<file path="src/rtl/cpu_pkg.sv">
// Shared definitions for the 8-bit bus CPU: control-word layout, opcodes and
// the opcode-independent fetch words.
package cpu_pkg;

    localparam int CW_WIDTH = 16;

    localparam int CW_HLT = 15;
    localparam int CW_MI  = 14;
    localparam int CW_RI  = 13;
    localparam int CW_RO  = 12;
    localparam int CW_IO  = 11;
    localparam int CW_II  = 10;
    localparam int CW_AI  = 9;
    localparam int CW_AO  = 8;
    localparam int CW_EO  = 7;
    localparam int CW_SU  = 6;
    localparam int CW_BI  = 5;
    localparam int CW_OI  = 4;
    localparam int CW_CE  = 3;
    localparam int CW_CO  = 2;
    localparam int CW_J   = 1;
    localparam int CW_FI  = 0;

    localparam logic [3:0] OP_NOP = 4'h0;
    localparam logic [3:0] OP_LDA = 4'h1;
    localparam logic [3:0] OP_ADD = 4'h2;
    localparam logic [3:0] OP_SUB = 4'h3;
    localparam logic [3:0] OP_STA = 4'h4;
    localparam logic [3:0] OP_LDI = 4'h5;
    localparam logic [3:0] OP_JMP = 4'h6;
    localparam logic [3:0] OP_JC  = 4'h7;
    localparam logic [3:0] OP_JZ  = 4'h8;
    localparam logic [3:0] OP_OUT = 4'hE;
    localparam logic [3:0] OP_HLT = 4'hF;

    localparam logic [CW_WIDTH-1:0] CW_FETCH0 = CW_WIDTH'((1 << CW_CO) | (1 << CW_MI));
    localparam logic [CW_WIDTH-1:0] CW_FETCH1 = CW_WIDTH'((1 << CW_RO) | (1 << CW_II) | (1 << CW_CE));

    function automatic logic [CW_WIDTH-1:0] cw(input int unsigned idx);
        return CW_WIDTH'(1) << idx;
    endfunction

endpackage

</file>
<file path="src/rtl/microcode_rom.sv">
// Combinational microcode table: (opcode, step, flags) -> control word.
module microcode_rom
    import cpu_pkg::*;
(
    input  logic [3:0]          i_opcode,
    input  logic [3:0]          i_step,
    input  logic                i_flag_c,
    input  logic                i_flag_z,
    output logic [CW_WIDTH-1:0] o_word
);

    always_comb begin
        o_word = '0;
        case (i_step)
            4'd0: o_word = CW_FETCH0;
            4'd1: o_word = CW_FETCH1;
            4'd2: begin
                case (i_opcode)
                    OP_LDA, OP_ADD, OP_SUB, OP_STA: o_word = cw(CW_IO) | cw(CW_MI);
                    OP_LDI: o_word = cw(CW_IO) | cw(CW_AI);
                    OP_JMP: o_word = cw(CW_IO) | cw(CW_J);
                    // Untaken conditional jumps produce an empty word so they end at T2.
                    OP_JC:  o_word = i_flag_c ? (cw(CW_IO) | cw(CW_J)) : '0;
                    OP_JZ:  o_word = i_flag_z ? (cw(CW_IO) | cw(CW_J)) : '0;
                    OP_OUT: o_word = cw(CW_AO) | cw(CW_OI);
                    OP_HLT: o_word = cw(CW_HLT);
                    default: o_word = '0;
                endcase
            end
            4'd3: begin
                case (i_opcode)
                    OP_LDA:         o_word = cw(CW_RO) | cw(CW_AI);
                    OP_ADD, OP_SUB: o_word = cw(CW_RO) | cw(CW_BI);
                    OP_STA:         o_word = cw(CW_AO) | cw(CW_RI);
                    default:        o_word = '0;
                endcase
            end
            4'd4: begin
                case (i_opcode)
                    OP_ADD:  o_word = cw(CW_EO) | cw(CW_AI) | cw(CW_FI);
                    OP_SUB:  o_word = cw(CW_EO) | cw(CW_AI) | cw(CW_SU) | cw(CW_FI);
                    default: o_word = '0;
                endcase
            end
            default: o_word = '0;
        endcase
    end

endmodule

</file>
<file path="src/rtl/control_sequencer.sv">
// Microcode sequencer: steps T-states and decodes one control word per clock
// from the registered step, the opcode nibble and the latched ALU flags.
module control_sequencer
    import cpu_pkg::*;
#(
    parameter int   STEPS     = 5,
    parameter bit   EARLY_END = 1'b1,
    localparam int  SW        = $clog2(STEPS)
) (
    input  logic                i_clk,
    input  logic                i_rst,
    input  logic                i_clk_en,
    input  logic [3:0]          i_opcode,
    input  logic                i_flag_c,
    input  logic                i_flag_z,
    output logic [CW_WIDTH-1:0] o_ctrl,
    output logic [SW-1:0]       o_step,
    output logic                o_halted,
    output logic                o_instr_done
);

    logic [SW-1:0]       step_q, step_d;
    logic                halted_q, halted_d;
    logic [3:0]          cur_step, nxt_step;
    logic [CW_WIDTH-1:0] cur_word, nxt_word;
    logic                is_last;

    assign cur_step = 4'(step_q);
    assign nxt_step = cur_step + 4'd1;

    microcode_rom u_rom_cur (
        .i_opcode (i_opcode),
        .i_step   (cur_step),
        .i_flag_c (i_flag_c),
        .i_flag_z (i_flag_z),
        .o_word   (cur_word)
    );

    // Lookahead word lets an instruction finish as soon as its remaining microcode is empty.
    microcode_rom u_rom_nxt (
        .i_opcode (i_opcode),
        .i_step   (nxt_step),
        .i_flag_c (i_flag_c),
        .i_flag_z (i_flag_z),
        .o_word   (nxt_word)
    );

    always_comb begin
        is_last  = (step_q == SW'(STEPS - 1)) ||
                   (EARLY_END && (cur_step >= 4'd2) && (nxt_word == '0));
        step_d   = step_q;
        halted_d = halted_q;
        if (i_clk_en && !halted_q) begin
            if (cur_word[CW_HLT]) begin
                halted_d = 1'b1;
            end else if (is_last) begin
                step_d = '0;
            end else begin
                step_d = step_q + SW'(1);
            end
        end
    end

    always_ff @(posedge i_clk or negedge i_rst) begin
        if (!i_rst) begin
            step_q   <= '0;
            halted_q <= 1'b0;
        end else begin
            step_q   <= step_d;
            halted_q <= halted_d;
        end
    end

    // Strobes are levels for the whole step; consumers act on the closing edge, gated by i_clk_en.
    always_comb begin
        o_ctrl = cur_word;
        if (!i_rst) begin
            o_ctrl = '0;
        end else if (halted_q) begin
            o_ctrl = cw(CW_HLT);
        end
    end

    assign o_step       = step_q;
    assign o_halted     = halted_q;
    assign o_instr_done = i_rst && !halted_q && is_last && !cur_word[CW_HLT];

endmodule

</file>
<file path="config.mk">
export PLATFORM = sky130hd
export DESIGN_NAME = control_sequencer
export DESIGN_NICKNAME = d
export VERILOG_FILES = /design/src/rtl/cpu_pkg.sv /design/src/rtl/microcode_rom.sv /design/src/rtl/control_sequencer.sv
export SDC_FILE = /design/constraint.sdc
export NUM_CORES = 1
export LEC_CHECK = 0
export CAP_MARGIN = 20
export CORE_MARGIN = 3
export CORE_UTILIZATION = 42
export DETAILED_ROUTE_END_ITERATION = 8
export GPL_TIMING_DRIVEN = 0
export PLACE_DENSITY = 0.79
export SETUP_SLACK_MARGIN = 0.05
export SLEW_MARGIN = 20
export SYNTH_ARGS = -nofsm -noshare
export SYNTH_HDL_FRONTEND = slang
export SYNTH_SLANG_ARGS = --single-unit
export TNS_END_PERCENT = 20
</file>
<file path="constraint.sdc">
create_clock -name i_clk -period 2.7 [get_ports i_clk]
set_input_delay 0.27 -clock i_clk [delete_from_list [all_inputs] [get_ports i_clk]]
set_output_delay 0.27 -clock i_clk [all_outputs]
set_load 0.005 [all_outputs]
</file>
==> results.cfg <==
[clocking]
root_buffer = clkbuf_4
cts_buffer_depth = 2
clkTransAtPathRegs_ns = 0.04
cts_tree = built
clk_latency_ns = 0.24
cts_buffers = 3
htreeDepth = 1
cts.sinks = 4

[global_routing]
antenna_found_initial = 0
grt_max_degree = 11
grt_overflow = 0
grt_pass1_wl_mm = 3.04
grt.total_usage_pct = 18.7
grt_pass1_vias = 699

[timing]
tightest_slew_ns = 0.400
fin_ws_ns = 0.114
fin_skew_ns = 0.00607
slew_viol_final = 0
hold_ws_ns = 0.283
min_period_ns = 2.59
slew_headroom_pct = 72.6
fmax_mhz = 387
hold_viol = 0
setup_violations = 0
final.period_utilization_pct = 95.8
rsz0062_at_grt = yes

[critical_path]
cp_slowest_stage_delay_ns = 0.55
crit_path_cell_trace = ha_2 > ha_4 > o21bai_1 > o2bb2ai_1 > or4_4 > a311oi_2 > buf_2
cp_top_family = simple AND/OR/NAND/NOR gates
worstPathArrival_ns = 2.32
r2r_end = o_step[1]
cp-start-kind = flip-flop
crit_slowest_cell = or4_4
ff2ff_setup_slack_ns = 0.51
r2r-start = o_step[1]
r2r_cells = 8
crit_cells = 7
cp.required_ns = 2.43
crit_type = reg2out
path_buf_inv = 1
end_kind = output pin
cp_max_fo = 6

[power]
p_comb_share_pct = 76.5
pwr-share-clk_pct = 9.4
power.density_mw_per_mm2 = 704
leakagePower_nw = 0.468
power_uw = 780
ir_worst_vdd_uv = 473
p_int_uw = 457
p_sw_uw = 323
seqPwrFrac_pct = 14.0
switching_share_pct = 41.4

[finish]
layout.cells.non_filler = 144
layout.nets = 145
drive_gt1_share_pct = 25.0
final_core_util_pct = 71.0
fillCellCount = 121
area_delta_synth_final_pct = 53.6
diodes = 0

[route]
drcViolationCount = 0
wl_met1_um = 850
ant_nets = 0
wl_per_cell_um = 13.2
vias_per_cell = 5.62
dr_wl_met3_um = 65
highest-signal-layer = met4
routed_wl_mm = 1.90
met2_length_um = 955
vias = 809
firstDrtPassIters = 4
drt-initial-drc-count = 13

[synthesis]
ys_warn_count = 0
synth_area_leaders = dfrtp_1, ha_1, nor2_1
synth_area_per_cell_um2 = 7.67
yosys.area.top_type = dfrtp_1
synth_nets = 109
synth_cells = 94
ys_types = 39
synth.top_cell.area_share_pct = 13.9
ys_ff_latch = 4
synth_area_um2 = 721
synth-seq-area-share_pct = 13.9

[floorplanning]
coreArea_mm2 = 0.00156
row_count = 14
fp.dieArea_mm2 = 0.00225
initial_core_util_pct = 46.2
die_h_um = 47.4
die_w_um = 47.4
ios = 30

[placed_design]
dp_slack_ns = -0.413
dp_cells = 138
portBuffers = 28
dpl.hpwl_mm = 1.46
place_congestion = 0.793

[status]
status = finished clean

[flow_run]
cap_violations = 0

[min_path]
min_path_type = in2async
-- cells by family after synthesis --
| group | Yosys count | synth area share (%) |
|---|---|---|
| simple gates | 46 | 35.4 |
| compound gates | 23 | 25.5 |
| buf+inv | 13 | 12.0 |
| fa+ha+maj | 6 | 10.4 |
| flops | 4 | 13.9 |
| mux | 2 | 2.78 |
-- power groups by stage --
stage          Clock [mW]  Sequential (mW)  Combinational, mW
6_report           0.0735            0.109              0.597
5_1_grt            0.0815            0.113              0.657
4_1_cts            0.0789            0.106              0.590
3_5_place_dp            0            0.117              0.537
3_3_place_gp            0            0.116              0.532
2_1_floorplan           0            0.115              0.346
-- registers in the layout (all words and copies together), names as in the netlist --
signal / count
o_step: 3
o_halted: 1
-- routing by layer --
layer	global-route usage (%)	up-vias
li1	-	409
met1	23.6	374
met2	33.4	23
met3	0	3
met4	8.29	0
met5	0	-
-- per-stage QoR --
step	setup TNS, ns	cell area, um^2
2_1_floorplan	0	721
3_3_place_gp	-0.395	1020
3_5_place_dp	-0.413	1020
4_1_cts	0	1090
5_1_grt	0	1110
6_report	0	1110
-- how the worst max path moves through the flow --
| stage | slack [ns] | end | start |
|---|---|---|---|
| 2_1_floorplan | 0.37 | o_instr_done | o_step[0] |
| 3_3_place_gp | -0.39 | o_instr_done | i_opcode[1] |
| 3_5_place_dp | -0.41 | o_instr_done | i_opcode[1] |
| 4_1_cts | 0.03 | o_ctrl[6] | o_step[1] |
| 5_1_grt | 0.03 | o_instr_done | i_opcode[1] |
| 6_report | 0.11 | o_instr_done | o_step[0] |
-- final cells by class --
| type | instances | area, um^2 | area share, % |
|---|---|---|---|
| inverter | 6 | 22.5 | 2.03 |
| tap | 16 | 20.0 | 1.81 |
| buffer | 7 | 63.8 | 5.76 |
| multi-input combinational | 77 | 576 | 52.0 |
| sequential | 4 | 103 | 9.27 |
| clock buffer | 3 | 22.5 | 2.03 |
| timing repair buffer | 31 | 300 | 27.1 |
-- cells in the mapped netlist, drive strengths merged --
cell type	count
nor2	11
nand2	10
a21oi	7
buf	7
ha	6
inv	6
nor3	5
dfrtp	4
and2	3
and3	3
nor2b	3
a2111oi	2
mux2i	2
nand2b	2
nor4	2
o21a	2
a21o	1
a22o	1
a311oi	1
a41o	1
and2b	1
and4b	1
nand3b	1
nand4	1
nand4b	1
o2111ai	1
o211ai	1
o21bai	1
o22ai	1
o2bb2ai	1
o31ai	1
o32a	1
o41ai	1
or3b	1
or4	1
-- placed cells by master (no fill, tap or decap), types with 2 or more instances in the layout --
cell type / n
and3_1: 2
a21oi_1: 7
inv_1: 5
dfrtp_1: 2
nor2b_1: 2
nand2_1: 10
clkbuf_4: 3
clkdlybuf4s50_1: 26
nor2_1: 10
o21a_1: 2
dfrtp_2: 2
nand2b_1: 2
nor3_1: 5
buf_6: 3
ha_1: 4
buf_4: 7
-- repair_timing --
action	CTS	global route
pin swaps	1	1
setup endpoints to repair	2	5
buffers inserted	3	0
hold buffers	0	0
endpoints found under the hold margin	0	0
gates resized for setup	11	6
(Power assumes the default switching activity.)
